**src/rtl/apb_uart_pkg.sv**
```systemverilog
// apb_uart shared definitions
// register map, control/status bit positions, FSM states
package apb_uart_pkg;

  localparam logic [4:0] REG_CTRL   = 5'd0;
  localparam logic [4:0] REG_STATUS = 5'd1;
  localparam logic [4:0] REG_TXDATA = 5'd2;
  localparam logic [4:0] REG_RXDATA = 5'd3;

  localparam int CTRL_TX_EN  = 0;
  localparam int CTRL_RX_EN  = 1;
  localparam int CTRL_TX_RST = 2;
  localparam int CTRL_RX_RST = 3;

  localparam int ST_RX_DONE   = 0;
  localparam int ST_TX_BUSY   = 1;
  localparam int ST_TX_DONE   = 2;
  localparam int ST_FRAME_ERR = 3;
  localparam int ST_OVERRUN   = 4;

  typedef enum logic [1:0] {
    TX_IDLE, TX_START, TX_DATA, TX_STOP
  } tx_state_e;

  typedef enum logic [1:0] {
    RX_IDLE, RX_START, RX_DATA, RX_STOP
  } rx_state_e;

endpackage

```
**src/rtl/uart_rx.sv**
```systemverilog
// apb_uart receiver
// rx synchronizer, mid-bit sampling FSM and sticky receive status
module uart_rx
  import apb_uart_pkg::*;
#(
  parameter int DW  = 8,
  parameter int CPB = 100
) (
  input  logic          clk_i,
  input  logic          rst_i,
  input  logic          en_i,
  input  logic          clr_i,
  input  logic          rd_i,
  input  logic          rx_i,
  output logic [DW-1:0] data_o,
  output logic          done_o,
  output logic          ferr_o,
  output logic          ovr_o
);

  localparam int CW = $clog2(CPB);
  localparam int BW = (DW > 1) ? $clog2(DW) : 1;
  localparam logic [CW-1:0] CNT_MAX  = CW'(CPB - 1);
  localparam logic [CW-1:0] CNT_HALF = CW'(CPB / 2 - 1);
  localparam logic [BW-1:0] BIT_LAST = BW'(DW - 1);

  logic [1:0]    sync_q;
  logic          prev_q;
  logic          rx_s;
  logic          fall;
  rx_state_e     state_q, state_d;
  logic [CW-1:0] cnt_q, cnt_d;
  logic [BW-1:0] bit_q, bit_d;
  logic [DW-1:0] shift_q, shift_d;
  logic [DW-1:0] data_q, data_d;
  logic          done_q, done_d;
  logic          ferr_q, ferr_d;
  logic          ovr_q, ovr_d;

  assign rx_s = sync_q[1];
  assign fall = prev_q & ~rx_s;

  // two-flop synchronizer plus edge-detect history, idle high
  always_ff @(posedge clk_i) begin
    if (rst_i) begin
      sync_q <= 2'b11;
      prev_q <= 1'b1;
    end else begin
      sync_q <= {sync_q[0], rx_i};
      prev_q <= rx_s;
    end
  end

  // receiver state and status registers
  always_ff @(posedge clk_i) begin
    if (rst_i) begin
      state_q <= RX_IDLE;
      cnt_q   <= '0;
      bit_q   <= '0;
      shift_q <= '0;
      data_q  <= '0;
      done_q  <= 1'b0;
      ferr_q  <= 1'b0;
      ovr_q   <= 1'b0;
    end else begin
      state_q <= state_d;
      cnt_q   <= cnt_d;
      bit_q   <= bit_d;
      shift_q <= shift_d;
      data_q  <= data_d;
      done_q  <= done_d;
      ferr_q  <= ferr_d;
      ovr_q   <= ovr_d;
    end
  end

  // next-state: start validation, mid-bit sampling, frame completion
  always_comb begin
    state_d = state_q;
    cnt_d   = cnt_q;
    bit_d   = bit_q;
    shift_d = shift_q;
    data_d  = data_q;
    done_d  = done_q;
    ferr_d  = ferr_q;
    ovr_d   = ovr_q;
    if (rd_i) done_d = 1'b0;
    unique case (state_q)
      RX_IDLE: begin
        if (en_i && fall) begin
          state_d = RX_START;
          cnt_d   = '0;
        end
      end
      RX_START: begin
        if (cnt_q == CNT_HALF) begin
          cnt_d   = '0;
          bit_d   = '0;
          state_d = rx_s ? RX_IDLE : RX_DATA;
        end else begin
          cnt_d = cnt_q + CW'(1);
        end
      end
      RX_DATA: begin
        if (cnt_q == CNT_MAX) begin
          cnt_d   = '0;
          shift_d = {rx_s, shift_q[DW-1:1]};
          if (bit_q == BIT_LAST) state_d = RX_STOP;
          else bit_d = bit_q + BW'(1);
        end else begin
          cnt_d = cnt_q + CW'(1);
        end
      end
      RX_STOP: begin
        if (cnt_q == CNT_MAX) begin
          cnt_d   = '0;
          state_d = RX_IDLE;
          data_d  = shift_q;
          done_d  = 1'b1;
          ferr_d  = ~rx_s;
          if (done_q && !rd_i) ovr_d = 1'b1;
        end else begin
          cnt_d = cnt_q + CW'(1);
        end
      end
      default: state_d = RX_IDLE;
    endcase
    if (!en_i) state_d = RX_IDLE;
    if (clr_i) begin
      state_d = RX_IDLE;
      cnt_d   = '0;
      data_d  = '0;
      done_d  = 1'b0;
      ferr_d  = 1'b0;
      ovr_d   = 1'b0;
    end
  end

  assign data_o = data_q;
  assign done_o = done_q;
  assign ferr_o = ferr_q;
  assign ovr_o  = ovr_q;

endmodule

```
**src/rtl/apb_uart.sv**
```systemverilog
// apb_uart top level
// APB register file, 8N1 transmitter and receiver instance
module apb_uart
  import apb_uart_pkg::*;
#(
  parameter int DATAWIDTH = 8,
  parameter int CLK_FREQ  = 100_000_000,
  parameter int BAUD_RATE = 1_000_000
) (
  input  logic        PCLK,
  input  logic        PRESETn,
  input  logic [31:0] PADDR,
  input  logic        PSEL,
  input  logic        PENABLE,
  input  logic        PWRITE,
  input  logic [31:0] PWDATA,
  output logic [31:0] PRDATA,
  output logic        PREADY,
  input  logic        rx,
  output logic        tx
);

  localparam int DW  = DATAWIDTH;
  localparam int CPR = CLK_FREQ / BAUD_RATE;
  localparam int CPB = (CPR < 4) ? 4 : CPR;
  localparam int CW  = $clog2(CPB);
  localparam int BW  = (DW > 1) ? $clog2(DW) : 1;
  localparam logic [CW-1:0] CNT_MAX  = CW'(CPB - 1);
  localparam logic [BW-1:0] BIT_LAST = BW'(DW - 1);

  logic [4:0]    idx;
  logic          wr, wr_ctrl, wr_tx;
  logic          tx_rst, rx_rst, rx_rd;
  logic          tx_en_q, rx_en_q;
  logic [DW-1:0] txdata_q;
  tx_state_e     tx_state_q, tx_state_d;
  logic [CW-1:0] tx_cnt_q, tx_cnt_d;
  logic [BW-1:0] tx_bit_q, tx_bit_d;
  logic [DW-1:0] tx_sh_q, tx_sh_d;
  logic          tx_q, tx_d;
  logic          tx_done_q, tx_done_d;
  logic          tx_busy;
  logic [DW-1:0] rx_data;
  logic          rx_done, rx_ferr, rx_ovr;
  logic          unused;

  assign idx     = PADDR[4:0];
  assign wr      = PSEL & PENABLE & PWRITE;
  assign wr_ctrl = wr && (idx == REG_CTRL);
  assign wr_tx   = wr && (idx == REG_TXDATA);
  assign tx_rst  = wr_ctrl & PWDATA[CTRL_TX_RST];
  assign rx_rst  = wr_ctrl & PWDATA[CTRL_RX_RST];
  assign rx_rd   = PSEL & PENABLE & ~PWRITE
                 & (idx == REG_RXDATA);
  assign tx_busy = (tx_state_q != TX_IDLE);
  assign PREADY  = 1'b1;
  assign tx      = tx_q;
  assign unused  = ^{PADDR[31:5], PWDATA[31:DW]};

  // software-visible control and TX data registers
  always_ff @(posedge PCLK) begin
    if (PRESETn) begin
      tx_en_q  <= 1'b0;
      rx_en_q  <= 1'b0;
      txdata_q <= '0;
    end else begin
      if (wr_ctrl) begin
        tx_en_q <= PWDATA[CTRL_TX_EN];
        rx_en_q <= PWDATA[CTRL_RX_EN];
      end
      if (wr_tx) txdata_q <= PWDATA[DW-1:0];
    end
  end

  // transmitter state register
  always_ff @(posedge PCLK) begin
    if (PRESETn) begin
      tx_state_q <= TX_IDLE;
      tx_cnt_q   <= '0;
      tx_bit_q   <= '0;
      tx_sh_q    <= '0;
      tx_q       <= 1'b1;
      tx_done_q  <= 1'b0;
    end else begin
      tx_state_q <= tx_state_d;
      tx_cnt_q   <= tx_cnt_d;
      tx_bit_q   <= tx_bit_d;
      tx_sh_q    <= tx_sh_d;
      tx_q       <= tx_d;
      tx_done_q  <= tx_done_d;
    end
  end

  // transmitter next-state: frame sequencing, abort and reset
  always_comb begin
    tx_state_d = tx_state_q;
    tx_cnt_d   = tx_cnt_q;
    tx_bit_d   = tx_bit_q;
    tx_sh_d    = tx_sh_q;
    tx_d       = tx_q;
    tx_done_d  = tx_done_q;
    if (wr_tx) tx_done_d = 1'b0;
    unique case (tx_state_q)
      TX_IDLE: begin
        tx_d = 1'b1;
        if (wr_tx && tx_en_q) begin
          tx_state_d = TX_START;
          tx_cnt_d   = '0;
          tx_sh_d    = PWDATA[DW-1:0];
          tx_d       = 1'b0;
        end
      end
      TX_START: begin
        if (tx_cnt_q == CNT_MAX) begin
          tx_cnt_d   = '0;
          tx_bit_d   = '0;
          tx_state_d = TX_DATA;
          tx_d       = tx_sh_q[0];
        end else begin
          tx_cnt_d = tx_cnt_q + CW'(1);
        end
      end
      TX_DATA: begin
        if (tx_cnt_q == CNT_MAX) begin
          tx_cnt_d = '0;
          if (tx_bit_q == BIT_LAST) begin
            tx_state_d = TX_STOP;
            tx_d       = 1'b1;
          end else begin
            tx_bit_d = tx_bit_q + BW'(1);
            tx_sh_d  = tx_sh_q >> 1;
            tx_d     = tx_sh_q[1];
          end
        end else begin
          tx_cnt_d = tx_cnt_q + CW'(1);
        end
      end
      TX_STOP: begin
        if (tx_cnt_q == CNT_MAX) begin
          tx_cnt_d   = '0;
          tx_state_d = TX_IDLE;
          tx_done_d  = 1'b1;
        end else begin
          tx_cnt_d = tx_cnt_q + CW'(1);
        end
      end
      default: tx_state_d = TX_IDLE;
    endcase
    if (!tx_en_q && tx_busy) begin
      tx_state_d = TX_IDLE;
      tx_d       = 1'b1;
    end
    if (tx_rst) begin
      tx_state_d = TX_IDLE;
      tx_cnt_d   = '0;
      tx_d       = 1'b1;
      tx_done_d  = 1'b0;
    end
  end

  uart_rx #(
    .DW  (DW),
    .CPB (CPB)
  ) u_rx (
    .clk_i  (PCLK),
    .rst_i  (PRESETn),
    .en_i   (rx_en_q),
    .clr_i  (rx_rst),
    .rd_i   (rx_rd),
    .rx_i   (rx),
    .data_o (rx_data),
    .done_o (rx_done),
    .ferr_o (rx_ferr),
    .ovr_o  (rx_ovr)
  );

  // combinational read mux, zero outside read selects
  always_comb begin
    PRDATA = '0;
    if (PSEL && !PWRITE) begin
      case (idx)
        REG_CTRL:   PRDATA = {30'd0, rx_en_q, tx_en_q};
        REG_STATUS: PRDATA = {27'd0, rx_ovr, rx_ferr,
                              tx_done_q, tx_busy, rx_done};
        REG_TXDATA: PRDATA = 32'(txdata_q);
        REG_RXDATA: PRDATA = 32'(rx_data);
        default:    PRDATA = '0;
      endcase
    end
  end

endmodule

```
**config.mk**
```make
export PLATFORM = sky130hd
export DESIGN_NAME = apb_uart
export DESIGN_NICKNAME = d
export VERILOG_FILES = /design/src/rtl/apb_uart_pkg.sv /design/src/rtl/uart_rx.sv /design/src/rtl/apb_uart.sv
export SDC_FILE = /design/constraint.sdc
export NUM_CORES = 1
export LEC_CHECK = 0
export CAP_MARGIN = 30
export CORE_ASPECT_RATIO = 1.75
export CORE_UTILIZATION = 35
export CTS_CLUSTER_SIZE = 8
export DETAILED_ROUTE_END_ITERATION = 12
export MAX_ROUTING_LAYER = met4
export SYNTH_ARGS = -nofsm -noshare
export SYNTH_HDL_FRONTEND = slang
export SYNTH_SLANG_ARGS = --single-unit
```
**constraint.sdc**
```tcl
create_clock -name PCLK -period 5 [get_ports PCLK]
set_clock_uncertainty 0.1 [all_clocks]
set_input_delay 1.25 -clock PCLK [delete_from_list [all_inputs] [get_ports PCLK]]
set_output_delay 1.25 -clock PCLK [all_outputs]
set_load 0.005 [all_outputs]
```
Word level (Yosys, flattened, before mapping)
Index checks and enable logic that the tools add are counted.
{"block": "classes", "n_addsub": 4, "mul": 0, "n_div": 0, "n_lt_le_gt_ge": 0, "eq_ne": 26, "shift": 0, "muxes": 45, "bitwise": 10, "n_reduce_logical": 33}
{"op": "7-bit 2-to-1 mux", "count": 5}
{"op": "8-bit 2-to-1 mux", "count": 4}
{"op": "8-bit case mux with 4 select lines", "count": 1}
{"op": "2-bit 2-to-1 mux", "count": 11}
{"op": "7-bit case mux with 3 select lines", "count": 1}
{"op": "3-bit 2-to-1 mux", "count": 6}
{"op": "2-bit case mux with 4 select lines", "count": 2}
{"op": "8-bit case mux with 2 select lines", "count": 1}
{"op": "7-bit by 1-bit adder with 7-bit output (second input constant)", "count": 2}
{"op": "7-bit == test (second input constant)", "count": 2}
{"op": "2-bit inequality test (second input constant)", "count": 7}
{"op": "7-bit case mux with 2 select lines", "count": 1}
{"op": "3-bit case mux with 2 select lines", "count": 2}
{"op": "4-bit AND reduction", "count": 3}
{"op": "5-bit by 2-bit == test with 1-bit output (second input constant)", "count": 2}
{"op": "1-bit 2-to-1 mux", "count": 10}
{"op": "2-bit by 1-bit inequality test with 1-bit output (second input constant)", "count": 5}
{"op": "5-bit AND reduction", "count": 2}
{"op": "3-bit OR reduction", "count": 3}
{"op": "2-bit == test (second input constant)", "count": 4}
{"op": "2-bit nonzero test", "count": 4}
{"op": "1-bit bitwise AND", "count": 7}
{"op": "7-bit by 6-bit == test with 1-bit output (second input constant)", "count": 1}
{"op": "1-bit logical AND", "count": 7}
{"op": "other kinds (13)", "count": 25}
{"block": "word_totals", "regBits": 66, "latchBits": 0, "ramBits": 0, "rom_bits": 0, "inputBits": 70, "out_inout_bits": 34, "word_cells": 137, "mem_count": 0}

Depth between registers and ports, before layout
{"block": "depth", "word_depth": 6, "ltp_mapped": 8, "ltp_nobuf": 6}

Modules after synthesis
A second synthesis with hierarchy kept.
{"block": "unflattened", "cells_unflattened": 416, "hier_area_um2": 3648.5}
{"module": "apb_uart", "n_inst": 1, "cells_per_inst": 250, "area_per_inst_um2": 2150.8}
{"module": "uart_rx", "n_inst": 1, "cells_per_inst": 166, "area_per_inst_um2": 1497.7}

Worst setup path before layout
No wires, ideal clock.
{"block": "synth_path", "path_type": "input to output", "start": "input port PADDR[3]", "end": "output port PRDATA[1]", "t_arrival_ns": 2.484, "required_time_ns": 3.650, "setup_slack_ns": 1.166, "path_stages": 3, "cell_sequence": "nor4b_1 -> nand2b_1 -> a211oi_1"}
{"block": "synth_between", "elab_chain_len": 3}
{"item": "from (decl)", "line_no": "apb_uart.sv:12", "text": "input logic [31:0] PADDR,"}
{"item": "5-bit by 2-bit == test with 1-bit output (tied with other cells)", "line_no": "apb_uart.sv:181", "text": "case (idx)"}
{"item": "8-bit case mux with 4 select lines *", "line_no": "apb_uart.sv:181"}
{"item": "8-bit 2-to-1 mux *", "line_no": "apb_uart.sv:180", "text": "if (PSEL && !PWRITE) begin"}
{"item": "to (decl)", "line_no": "apb_uart.sv:17", "text": "output logic [31:0] PRDATA,"}
Mark *: on every way between the ends. The rest lies on a longest branch, timed or not.

Worst setup path in the final report
{"block": "layout_path", "start": "input port PADDR[2]", "end": "output port PRDATA[5]"}
The elaborated chain is that of the path after synthesis.

==> impl_metrics.ini <==
[final_layout]
antenna_cells = 0
nets = 512
layout_commonest_cell = dfxtp_1
drive_gt1_share_pct = 8.51
design_area_um2 = 4090
layout_common_cells = 66 x dfxtp_1, 37 x nand2_1, 35 x nor2_1
postLayoutCoreUtil_pct = 42.7
area_growth_pct = 17.3

[floorplan]
rows = 47
die_x_um = 77.5
initial_core_util_pct = 36.4
fp.coreArea_um2 = 9590
die-area_um2 = 10400
io_pins = 104
die_h_um = 134

[critical_path]
crit_type = input pin to primary output
startpoint_type = input pin
arrival_ns = 3.23
path_max_fanout = 3
critPathRequiredTime_ns = 3.65
worstSetupEndpointType = primary output

[placed_design]
placed_area_um2 = 3770
port-buffer-count = 27
dp_hpwl_mm = 6.16
gp_congestion = 0.811

[cts]
cts_setup_buffers = 0
cts_resized = 0
cts_max_level = 3
holdBufCountCts = 0
cts_tree = yes
clkSlewWorstSetupHoldPaths_ns = 0.05
clock-sinks = 66
cts_made_buffers = 9
cts.root.buffer_cell = clkbuf_16
cts.path.max_buffers = 2
clkLatencyLatePin_ns = 0.33

[timing]
worst_slew_pin_slew_ns = 0.775
fin_crit_sh_pct = 91.7
final.setup.tns_ns = 0
final-max-slew-violation-count = 0
max_freq_mhz = 218
maxSlewHeadroom_pct = 48.2
post-route-min-period_ns = 4.58
hold_viol_final = 0
rsz0062_at_grt = no
setup_viol = 0

[global_route]
antenna_found_initial = 0
grt_pass1_wl_mm = 13.4
grt_usage_pct = 17.0
grt_max_degree = 30
first_global_vias = 2803
grt_overflow = 0

[synthesis]
syn_area_per_cell_um2 = 8.55
ys.flop_type = dfxtp_1
yosys.area.top_type = dfxtp_1
synth_top_area_share_pct = 37.9
syn_inst = 408
synth_edf_count = 0
synthArstFlopShare_pct = 0
seq_area_frac_synth_pct = 37.9
ys_top_cells_by_area = dfxtp_1 38%, mux2i_1 8.3%, buf_4 5.4%
netlist_area_um2 = 3490
synth_cell_types = 55
ys_warn_count = 0
synth_seq_cells = 66

[pwr]
powerDensity_nw_per_um2 = 300
total_power_mw = 1.23
ir_drop_mv = 0.174
p_leak_nw = 1.51

[routing]
wl_per_cell_um = 14.6
postRouteAntennaNets = 0
vias = 2904
drc = 0
first_pass_iters = 5
dr.first_iter.drc_count = 194
vias_per_cell = 5.21
drt_wl_total_mm = 8.14

[run_status]
status = complete, no violations

[hold_path]
holdCritPathClass = flop to flop

[run]
cap_violations = 0
[final timing paths]
kind              slack, ns      startpoint        endpoint  cells past startpoint
hold reg to reg        0.31  u_rx.sync_q[0]  u_rx.sync_q[1]                      1
setup / recovery       0.42        PADDR[2]       PRDATA[5]                      6
hold / removal         0.31  u_rx.sync_q[0]  u_rx.sync_q[1]                      1
setup reg to reg       2.71   u_rx.cnt_q[0]  u_rx.data_o[7]                      5
[cells by family after synthesis]
group                      synth area share [%]
AOI/OAI and AO/OA                          18.0
adders and majority gates                  4.30
buffers and inverters                      9.29
DFF                                        37.9
muxes                                      9.94
other                                     0.215
and+or+nand+nor                            20.3
[area by class of cell]
class                           instances  area (um^2)
Fill cell                             956         5500
Multi-Input combinational cell        306         1930
Sequential cell                        66         1320
Timing Repair Buffer                   34          323
Clock buffer                           12          267
Tap cell                              122          153
Clock inverter                          4         48.8
Inverter                               13         48.8
[metal layers]
layer / vias to the layer above / track usage (%) / wire (um)
met5: - / - / 0
li1: 1456 / - / -
met3: 10 / 3.47 / 196
met1: 1396 / 16.0 / 3060
met2: 42 / 31.6 / 4720
met4: 0 / 8.91 / 163
[where the power goes]
part | total [mW] | switching (mW) | leakage [nW] | internal, mW
clock | 0.648 | 0.223 | 0.159 | 0.425
combinational | 0.0491 | 0.0282 | 0.821 | 0.0210
sequential | 0.528 | 0.000629 | 0.532 | 0.527
total | 1.23 | 0.252 | 1.51 | 0.974
[cell usage after synthesis, types with 3 or more instances]
library cell and count:
dfxtp_1 66, nand2_1 37, nor2_1 35, a21oi_1 33
mux2i_1 29, buf_4 25, clkbuf_1 14, a211oi_1 13
inv_1 13, nand3_1 13, ha_1 12, o21ai_0 12
a31oi_1 9, nor2b_1 7, nor3_1 6, a31o_2 5
buf_1 5, nand2b_1 5, a22oi_1 4, nor4b_1 4
o22ai_1 4, or2_2 4, and2_1 3, and3_1 3
mux2_2 3, nand4b_1 3, o32ai_1 3, or3_1 3
[stage by stage]
stage                     worst slack (ns)  cells  hold WS (ns)
after floorplan                       1.17    431         0.289
after global placement               0.423    541         0.295
after detailed placement             0.420    541         0.298
after CTS                            0.409    557         0.310
after global routing                 0.345    557         0.314
final                                0.415    557         0.307
[sequential cells by signal, indices dropped and copies added, names as in the netlist, 2 cells and up, named ones only]
| name | flops |
|---|---|
| u_rx.sync_q | 2 |
| txdata_q | 8 |
| tx_sh_q | 8 |
| tx_cnt_q | 7 |
| tx_state_q | 2 |
| u_rx.cnt_q | 7 |
| tx_bit_q | 3 |
| u_rx.data_o | 8 |
| u_rx.shift_q | 8 |
| u_rx.bit_q | 3 |
[critical path, stage by stage]
cell             delay [ns]
clkdlybuf4s50_1        0.43
or4b_1                 0.55
nor2_1                 0.13
nand2_1                0.18
nor2_1                 0.18
clkdlybuf4s50_1        0.51
Note: power is estimated with default switching activity, not from simulation.
